### src/rtl/regfile_param_if.sv
// Register-file bus: two registered read ports, one combinational debug port,
// one write port, clear request and status.
interface regfile_param_if #(
   parameter int DATA_W = 32,
   parameter int ADDR_W = 5,
   parameter int DBG_W  = 7
);
   logic [ADDR_W-1:0] rnum_a;
   logic              re_a;
   logic [DATA_W-1:0] rdata_a;
   logic [ADDR_W-1:0] rnum_b;
   logic              re_b;
   logic [DATA_W-1:0] rdata_b;
   logic [ADDR_W-1:0] rnum_c;
   logic [DATA_W-1:0] rdata_c;
   logic [ADDR_W-1:0] wnum;
   logic [DATA_W-1:0] wdata;
   logic              we;
   logic              clr_req;
   logic              busy;
   logic [DBG_W-1:0]  dbg_out;

   modport master (
      output rnum_a, re_a, rnum_b, re_b, rnum_c, wnum, wdata, we, clr_req,
      input  rdata_a, rdata_b, rdata_c, busy, dbg_out
   );

   modport slave (
      input  rnum_a, re_a, rnum_b, re_b, rnum_c, wnum, wdata, we, clr_req,
      output rdata_a, rdata_b, rdata_c, busy, dbg_out
   );
endinterface

### src/rtl/regfile_param.sv
// Parametrised register file: r0 hardwired to zero, two registered read ports
// with optional write bypass, combinational debug read and a sequenced clear.
module regfile_param #(
   parameter int DATA_W   = 32,
   parameter int NUM_REGS = 16,
   parameter int ADDR_W   = 5,
   parameter int BYPASS   = 1,
   parameter int DBG_REG  = 6,
   parameter int DBG_W    = 7
) (
   input logic             clk,
   input logic             rst,
   regfile_param_if.slave  bus
);
   typedef enum logic {IDLE, CLEAR} state_e;

   state_e            state_q, state_d;
   logic [ADDR_W-1:0] cnt_q, cnt_d;
   // r0 has no storage at all, so it can never hold a nonzero value
   logic [DATA_W-1:0] regs_q [1:NUM_REGS-1];
   logic [DATA_W-1:0] regs_d [1:NUM_REGS-1];
   logic [DATA_W-1:0] rdata_a_q, rdata_a_d, rdata_b_q, rdata_b_d;
   logic [DATA_W-1:0] rd_a, rd_b, rd_c;
   logic              wr_ok;

   assign wr_ok = bus.we && (state_q == IDLE) && (bus.wnum != '0) &&
                  (int'(bus.wnum) < NUM_REGS);

   // Out-of-range and zero register numbers fall through to the zero default
   always_comb begin
      rd_a = '0;
      rd_b = '0;
      rd_c = '0;
      for (int i = 1; i < NUM_REGS; i++) begin
         if (bus.rnum_a == ADDR_W'(i)) rd_a = regs_q[i];
         if (bus.rnum_b == ADDR_W'(i)) rd_b = regs_q[i];
         if (bus.rnum_c == ADDR_W'(i)) rd_c = regs_q[i];
      end
   end

   always_comb begin
      state_d   = state_q;
      cnt_d     = cnt_q;
      regs_d    = regs_q;
      rdata_a_d = rdata_a_q;
      rdata_b_d = rdata_b_q;
      unique case (state_q)
         IDLE: begin
            if (bus.clr_req) begin
               state_d = CLEAR;
               cnt_d   = ADDR_W'(1);
            end
         end
         CLEAR: begin
            cnt_d = cnt_q + ADDR_W'(1);
            if (cnt_q == ADDR_W'(NUM_REGS-1)) begin
               state_d = IDLE;
               cnt_d   = '0;
            end
         end
      endcase
      // A write accepted with clr_req lands first and is then cleared in turn
      for (int i = 1; i < NUM_REGS; i++) begin
         if (wr_ok && bus.wnum == ADDR_W'(i))             regs_d[i] = bus.wdata;
         if (state_q == CLEAR && cnt_q == ADDR_W'(i))     regs_d[i] = '0;
      end
      if (bus.re_a)
         rdata_a_d = (BYPASS != 0 && wr_ok && bus.wnum == bus.rnum_a) ? bus.wdata : rd_a;
      if (bus.re_b)
         rdata_b_d = (BYPASS != 0 && wr_ok && bus.wnum == bus.rnum_b) ? bus.wdata : rd_b;
   end

   always_ff @(posedge clk or negedge rst) begin
      if (!rst) begin
         state_q   <= IDLE;
         cnt_q     <= '0;
         rdata_a_q <= '0;
         rdata_b_q <= '0;
         for (int i = 1; i < NUM_REGS; i++) regs_q[i] <= '0;
      end else begin
         state_q   <= state_d;
         cnt_q     <= cnt_d;
         rdata_a_q <= rdata_a_d;
         rdata_b_q <= rdata_b_d;
         for (int i = 1; i < NUM_REGS; i++) regs_q[i] <= regs_d[i];
      end
   end

   assign bus.rdata_a = rdata_a_q;
   assign bus.rdata_b = rdata_b_q;
   assign bus.rdata_c = rd_c;
   assign bus.busy    = (state_q == CLEAR);

   generate
      if (DBG_REG >= 1 && DBG_REG < NUM_REGS) begin : g_dbg
         assign bus.dbg_out = regs_q[DBG_REG][DBG_W-1:0];
      end else begin : g_dbg_zero
         assign bus.dbg_out = '0;
      end
   endgenerate
endmodule

### src/flat_wrapper.sv
// flat-port wrapper written by rule: the top's interface ports become plain ports
module regfile_param_flat 
#(
   parameter int DATA_W   = 32,
   parameter int NUM_REGS = 16,
   parameter int ADDR_W   = 5,
   parameter int BYPASS   = 1,
   parameter int DBG_REG  = 6,
   parameter int DBG_W    = 7
)
  (clk, rst, bus_rnum_a, bus_re_a, bus_rnum_b, bus_re_b, bus_rnum_c, bus_wnum, bus_wdata, bus_we, bus_clr_req, bus_rdata_a, bus_rdata_b, bus_rdata_c, bus_busy, bus_dbg_out);
  regfile_param_if #(.DATA_W(DATA_W), .ADDR_W(ADDR_W), .DBG_W(DBG_W)) bus_i ();
  input logic clk;
  input logic rst;
  input wire logic [$bits(bus_i.rnum_a)-1:0] bus_rnum_a;
  input wire logic [$bits(bus_i.re_a)-1:0] bus_re_a;
  input wire logic [$bits(bus_i.rnum_b)-1:0] bus_rnum_b;
  input wire logic [$bits(bus_i.re_b)-1:0] bus_re_b;
  input wire logic [$bits(bus_i.rnum_c)-1:0] bus_rnum_c;
  input wire logic [$bits(bus_i.wnum)-1:0] bus_wnum;
  input wire logic [$bits(bus_i.wdata)-1:0] bus_wdata;
  input wire logic [$bits(bus_i.we)-1:0] bus_we;
  input wire logic [$bits(bus_i.clr_req)-1:0] bus_clr_req;
  output wire logic [$bits(bus_i.rdata_a)-1:0] bus_rdata_a;
  output wire logic [$bits(bus_i.rdata_b)-1:0] bus_rdata_b;
  output wire logic [$bits(bus_i.rdata_c)-1:0] bus_rdata_c;
  output wire logic [$bits(bus_i.busy)-1:0] bus_busy;
  output wire logic [$bits(bus_i.dbg_out)-1:0] bus_dbg_out;
  assign bus_i.rnum_a = bus_rnum_a;
  assign bus_i.re_a = bus_re_a;
  assign bus_i.rnum_b = bus_rnum_b;
  assign bus_i.re_b = bus_re_b;
  assign bus_i.rnum_c = bus_rnum_c;
  assign bus_i.wnum = bus_wnum;
  assign bus_i.wdata = bus_wdata;
  assign bus_i.we = bus_we;
  assign bus_i.clr_req = bus_clr_req;
  assign bus_rdata_a = bus_i.rdata_a;
  assign bus_rdata_b = bus_i.rdata_b;
  assign bus_rdata_c = bus_i.rdata_c;
  assign bus_busy = bus_i.busy;
  assign bus_dbg_out = bus_i.dbg_out;
  regfile_param #(.DATA_W(DATA_W), .NUM_REGS(NUM_REGS), .ADDR_W(ADDR_W), .BYPASS(BYPASS), .DBG_REG(DBG_REG), .DBG_W(DBG_W)) u_core (.clk(clk), .rst(rst), .bus(bus_i));
endmodule
### config.mk
export PLATFORM = sky130hd
export DESIGN_NAME = regfile_param_flat
export DESIGN_NICKNAME = d
export VERILOG_FILES = /design/src/rtl/regfile_param_if.sv /design/src/rtl/regfile_param.sv /design/src/flat_wrapper.sv
export SDC_FILE = /design/constraint.sdc
export NUM_CORES = 1
export LEC_CHECK = 0
export ABC_AREA = 1
export BUFFER_PORTS_ARGS = -buffer_cell sky130_fd_sc_hd__clkbuf_2
export CAP_MARGIN = 30
export CORE_MARGIN = 2
export CORE_UTILIZATION = 30
export CTS_CLUSTER_SIZE = 16
export DETAILED_ROUTE_END_ITERATION = 12
export GPL_TIMING_DRIVEN = 0
export SETUP_SLACK_MARGIN = 0.5
export SLEW_MARGIN = 15
export SYNTH_ARGS = -nofsm -noshare
export SYNTH_HDL_FRONTEND = slang
export SYNTH_SLANG_ARGS = --single-unit
### constraint.sdc
create_clock -name clk -period 6.05 [get_ports clk]
set_clock_uncertainty 0.15 [all_clocks]
set_input_delay 0.605 -clock clk [delete_from_list [all_inputs] [get_ports clk]]
set_output_delay 0.605 -clock clk [all_outputs]
set_load 0.1 [all_outputs]
* After elaboration in Yosys (flattened, before gate mapping)
Cells that the tools add are included.
** Operators by class
- Reduce and logical (&&, ||, !) cells :: 51
- Magnitude comparators :: 1
- Equal/unequal tests :: 78
- Add/sub/neg operators :: 1
- Multipliers :: 0
- Divide/modulo/power cells :: 0
- Shift operators :: 0
- Bitwise operators :: 1
- Mux-type cells :: 83
** Operators with widths (count)
- 32-bit two-way mux :: 77
- 5-bit by 4-bit == test with 1-bit output, second input constant :: 40
- 5-bit by 3-bit == test with 1-bit output, second input constant :: 20
- 5-bit by 2-bit == test with 1-bit output, second input constant :: 10
- 1-bit logical AND :: 35
- 2-bit nonzero test :: 15
- 5-bit by 1-bit == test with 1-bit output, second input constant :: 5
- 5-bit == test :: 2
- 5-bit two-way mux :: 2
- 5-bit one-hot mux with 2 select lines :: 1
- 5-bit by 1-bit adder with 5-bit output, second input constant :: 1
- 5-bit less-than comparator, second input constant :: 1
- 5-bit nonzero test :: 1
- 1-bit two-way mux :: 2
- 2-bit != test, second input constant :: 1
- 1-bit one-hot mux with 2 select lines :: 1
- 1-bit NOT :: 1
** Word-level totals
- Input port bits :: 58
- Memories kept :: 0
- Flip-flop bits (word level) :: 550
- RAM bits :: 0
- Bits in latches :: 0
- Logic and storage cells :: 234
- Memory bits (read-only) :: 0
- Output and inout port bits :: 104

* Depth between registers and ports, before layout
- Word-level depth :: 17
- Gate-level depth with buffers :: 16
- Depth with buffers taken out :: 15

* Worst setup path before layout
No wires, ideal clock.
- Kind :: input -> output
- From :: input bus_rnum_c[0]
- To :: output bus_rdata_c[29]
- Setup slack :: 2.792 ns
- Arrival :: 2.503 ns
- Stages :: 11
- Buffers on the path :: 1
- Required time :: 5.295 ns
- Cell sequence :: inv_1 > nor2_1 > nand3_2 > clkbuf_1 > o22ai_1 > nor3_1 > o2111ai_1 > o21ai_0 > nand4_1 > nor2_1 > nand4_1
** Between the ends
- Cells in the longest elaborated chain, start to end :: 16
- Elaborated cells between the ends (all ways) :: 30
- Classes of those cells :: eq/ne: 15; mux: 15
** Ends and longest elaborated chain
- from (decl) :: line flat_wrapper.sv:19 : input wire logic [$bits(bus_i.rnum_c)-1:0] bus_rnum_c;
- 5-bit by 1-bit == test with 1-bit output :: line regfile_param.sv:37 : if (bus.rnum_c == ADDR_W'(i)) rd_c = regs_q[i];
- 32-bit two-way mux (14 in a row) :: line regfile_param.sv:37
- 32-bit two-way mux (*) :: line regfile_param.sv:37
- to (decl) :: line flat_wrapper.sv:26 : output wire logic [$bits(bus_i.rdata_c)-1:0] bus_rdata_c;
Mark *: on every way between the ends. The rest lies on a longest branch, timed or not.

* Final worst setup path
- From :: input bus_rnum_c[3]
- To :: output bus_rdata_c[9]
Same word-level chain as after synthesis.

==> results.md <==
- Setup slack at placement: 1.58 ns
- Wire length of the first global-routing pass: 229000 µm
- DRC violations left: 0
- Number of warnings issued by yosys: 0
- Number of iterations in the first detailed-routing pass: 6
- Min-delay src: bus_clr_req
- Top library cells by usage in the layout, fill and taps aside: sky130_fd_sc_hd__nand2_1, sky130_fd_sc_hd__inv_1, sky130_fd_sc_hd__dfrtp_1, sky130_fd_sc_hd__nor2_1, sky130_fd_sc_hd__o22ai_1
- Maximum Capacitance Violations: 0
- Pwr per Cell Area: 315 mW/mm²
- Clock-pin slew of the registers on the worst-case setup and hold paths: 0.05 ns
- Number of cells traversed by the worst hold path: 3
- Iteration-0 DRC count of the detailed router: 5122
- Peak ir drop on the vdd network: 0.000174 V
- Status: complete, no violations
- Source of the worst register-to-register timing path: u_core.bus.busy
- Core occupancy in the finished layout: 35.0%
- Starting utilization of the core area: 30.2%
- XOR/XNOR share of the synthesized area: 0.276%
- Simple-Gate Fraction of Synth Area: approximately 28%
- Combinational family with the most area after synthesis: simple AND/OR/NAND/NOR gates
- Buffers on Ports: 159
- Peak clock frequency supported by timing: 0.218 GHz
- Max Transition Viols Final: 0
- Die area: approximately 0.11 mm²
- Post-route antenna net violation count: 0
- Synthesized-area fraction occupied by adder cells: less than 1%
- Worst Hold Class: in -> reg
- Setup repair after global routing missed its margin: no
- Setup ws final: 1.47 ns
- Cell chain of the critical path: clkbuf_2 > nand2_1 > nor3_1 > clkinv_1 > clkbuf_1 > nor2_1 > nor2_1 > nand4_1 > clkbuf_2
- Slew at the pin closest to its max-slew limit: 1.01 ns
- Num Clock Sinks: 550
- Setup Viol. Count Final: 0
- Hold_ws: ~0.11 ns
- Avg WL per Cell: approximately 26 µm
- Area of the mapped netlist: 0.0317 mm²
- Number of instances in the synthesized netlist: between 4000 and 5000
- Max Buffers Root-to-Sink: 3
- Top-level port count: ~160
- Share of synthesized flip-flops with an asynchronous set or reset: 100%
- WP data required: 5.29 ns
- Crit path buf inv count: 4
- Synthesis-to-layout area growth: 15.9%
- Number of distinct library cells after synthesis: 35
- Vertical extent of the die: 329 µm
- Time the worst path needs with I/O delays and setup: 4.58 ns
- Critical Path Slowest Stage Cell: sky130_fd_sc_hd__nor3_1
- Count of vias placed by the detailed router: 34300
- Final weighted congestion in routability-driven placement: 1.08
- Total nets after synthesis: 4558
- TritonCTS clock tree: yes
- Worst slew margin relative to its limit: 32.1%
- Post-synth top flop: sky130_fd_sc_hd__dfrtp_1
- Avg Vias per Cell: 5.55
- Synthesized-area fraction occupied by ao, oa, aoi and oai cells: 16.3%
- Clock latency reported for the late side of the worst-skew pair: 0.62 ns
- Cts bufs inserted: 67
- Total track usage: 29.1%
- Worst reg2reg path endpoint: u_core.regs_q[1]
- Logic depth of the worst register-to-register path: 8
- Static leakage: between 15 and 20 nW
- Post-detailed-placement half-perimeter wirelength: 129000 µm
- Post-Route Setup TNS: 0 ns
- Antenna violations before repair: 1
- Total power consumption of the routed design: 11.6 mW
- Post-synth EDFFs: 0
- CP Max Fanout: 10
- Count of final hold-check violations: 0
- Nature of the critical path startpoint: input pin
- Critical path data arrival time: 3.83 ns
- Most common cell after layout, fill and taps aside: sky130_fd_sc_hd__nand2_1
- Avg Inst Size Synth: 7.06 µm²
- CP max stage delay: around 0.79 ns
- Seq cells post-synth: 550
- Post-layout nets: 4797
- Largest net degree at the start of global routing: 89
- Hold path endpoint: u_core.bus.busy
- Number of global-route vias before repair: 32100
- Horizontal extent of the die: 329 µm
- Share of synthesized area occupied by flip-flops and latches: 43.4%
- Worst reg-to-reg setup slack: 2.63 ns
- Cell family contributing the most delay on the critical path: buffers and inverters
- Buffer type at the clock tree root: sky130_fd_sc_hd__clkbuf_16
- Remaining global-route overflow: 0
- Placeable core region: 0.105 mm²
- Total wire length: between 150000 and 200000 µm
- Layout cell share with drive strength beyond 1: around a tenth
- Row count: 119
- Critical path endpoint category: output pin
- Clock H-tree levels: 3
- Number of resized instances in the post-cts repair step: 0
- Worst Path Class, Setup: in -> out
- Part of the cycle the worst path needs: 75.7%
- Multiplexer share of the synthesized area: 0%
-- power breakdown --
part | internal, mW | switching, mW
combinational | 0.591 | 1.89
sequential | 4.26 | 0.517
clock | 2.56 | 1.75
total | 7.41 | 4.16
-- synth_stat cells, types with 2 or more instances --
| cell type | instances | area [µm²] |
|---|---|---|
| sky130_fd_sc_hd__nand2_1 | 1182 | 4440 |
| sky130_fd_sc_hd__inv_1 | 589 | 2210 |
| sky130_fd_sc_hd__dfrtp_1 | 550 | 13800 |
| sky130_fd_sc_hd__nor2_1 | 419 | 1570 |
| sky130_fd_sc_hd__o22ai_1 | 402 | 2510 |
| sky130_fd_sc_hd__o21ai_0 | 280 | 1400 |
| sky130_fd_sc_hd__nand3_1 | 241 | 1210 |
| sky130_fd_sc_hd__nand4_1 | 199 | 1240 |
| sky130_fd_sc_hd__clkbuf_1 | 167 | 627 |
| sky130_fd_sc_hd__a21oi_1 | 143 | 716 |
| sky130_fd_sc_hd__buf_2 | 83 | 415 |
| sky130_fd_sc_hd__o21ai_1 | 41 | 205 |
| sky130_fd_sc_hd__nor3_1 | 38 | 190 |
| sky130_fd_sc_hd__inv_2 | 24 | 90.1 |
| sky130_fd_sc_hd__o2111ai_1 | 22 | 193 |
| sky130_fd_sc_hd__buf_4 | 20 | 150 |
| sky130_fd_sc_hd__o211ai_1 | 13 | 97.6 |
| sky130_fd_sc_hd__nor2_2 | 12 | 75.1 |
| sky130_fd_sc_hd__xor2_1 | 10 | 87.6 |
| sky130_fd_sc_hd__nor2_4 | 9 | 101 |
| sky130_fd_sc_hd__nand2_2 | 8 | 50.1 |
| sky130_fd_sc_hd__buf_1 | 7 | 26.3 |
| sky130_fd_sc_hd__buf_6 | 7 | 78.8 |
| sky130_fd_sc_hd__nor3_2 | 7 | 70.1 |
| sky130_fd_sc_hd__ha_1 | 4 | 50.1 |
| sky130_fd_sc_hd__o221ai_1 | 4 | 35.0 |
| sky130_fd_sc_hd__clkinv_1 | 3 | 11.3 |
| sky130_fd_sc_hd__nand3_2 | 3 | 30.0 |
| sky130_fd_sc_hd__nand2_4 | 2 | 22.5 |
| sky130_fd_sc_hd__nand3b_1 | 2 | 15.0 |
-- sequential cells by signal, summed over array words and instances, names as in the netlist --
register,cells
u_core.bus.busy,1
u_core.bus.dbg_out,7
u_core.bus.rdata_a,32
u_core.bus.rdata_b,32
u_core.cnt_q,5
u_core.regs_q,473
-- worst register-to-register path, delay by kind of cell, from the launching register on --
kind	cells	cell delay (ns)
AOI/OAI and AO/OA	2	0.86
buffers and inverters	2	0.73
DFF	1	0.53
and+or+nand+nor	4	1.00
-- cell type report --
| cell class | instances | area (µm²) |
|---|---|---|
| tap | 1391 | 1740 |
| fill | 11500 | 68300 |
| clock buffer | 98 | 2020 |
| antenna | 1 | 2.50 |
| inverter | 617 | 2320 |
| multi-input combinational | 3044 | 14400 |
| buffer | 285 | 1300 |
| timing repair buffer | 170 | 1020 |
| clock inverter | 18 | 244 |
| sequential | 550 | 13800 |
-- metrics by stage --
step | area (µm²) | cells
after global routing | 36800 | 6173
after global placement | 34300 | 6046
after floorplan | 31700 | 4496
after detailed placement | 34500 | 6054
final | 36800 | 6174
after CTS | 36700 | 6171
-- worst max path at each step --
| stage | start | to | slack [ns] | depth (start not counted) |
|---|---|---|---|---|
| after floorplan | bus_rnum_c[0] | bus_rdata_c[29] | 2.79 | 11 |
| after global placement | rst | u_core.regs_q[423] | -9.68 | 1 |
| after detailed placement | bus_rnum_c[2] | bus_rdata_c[8] | 1.58 | 11 |
| after CTS | bus_rnum_c[2] | bus_rdata_c[8] | 1.58 | 11 |
| after global routing | bus_rnum_c[4] | bus_rdata_c[29] | 1.44 | 12 |
| final | bus_rnum_c[3] | bus_rdata_c[9] | 1.47 | 9 |
-- cell families after synthesis --
family | count (synthesis)
XOR/XNOR | 10
adder cells (fa/ha/maj) | 4
flip-flops | 550
buffers and inverters | 902
AO/OA/AOI/OAI | 906
AND/OR/NAND/NOR | 2124
-- timing repair --
action	4_1_cts	5_1_grt
hold buffers	1	0
hold endpoints to repair	35	0
buffers inserted	0	0
-- layer usage --
metal  part of all wire, %  routed length (µm)  global-route usage [%]  vias up
met3                    11               17600                    5.59      361
met2                    43               69300                    44.1     2294
li1                      -                   -                       -    15300
met1                    42               67000                    40.6    16300
met4                   4.5                7330                    11.9        0
met5                     0                   0                       0        -
(Power assumes the default switching activity.)
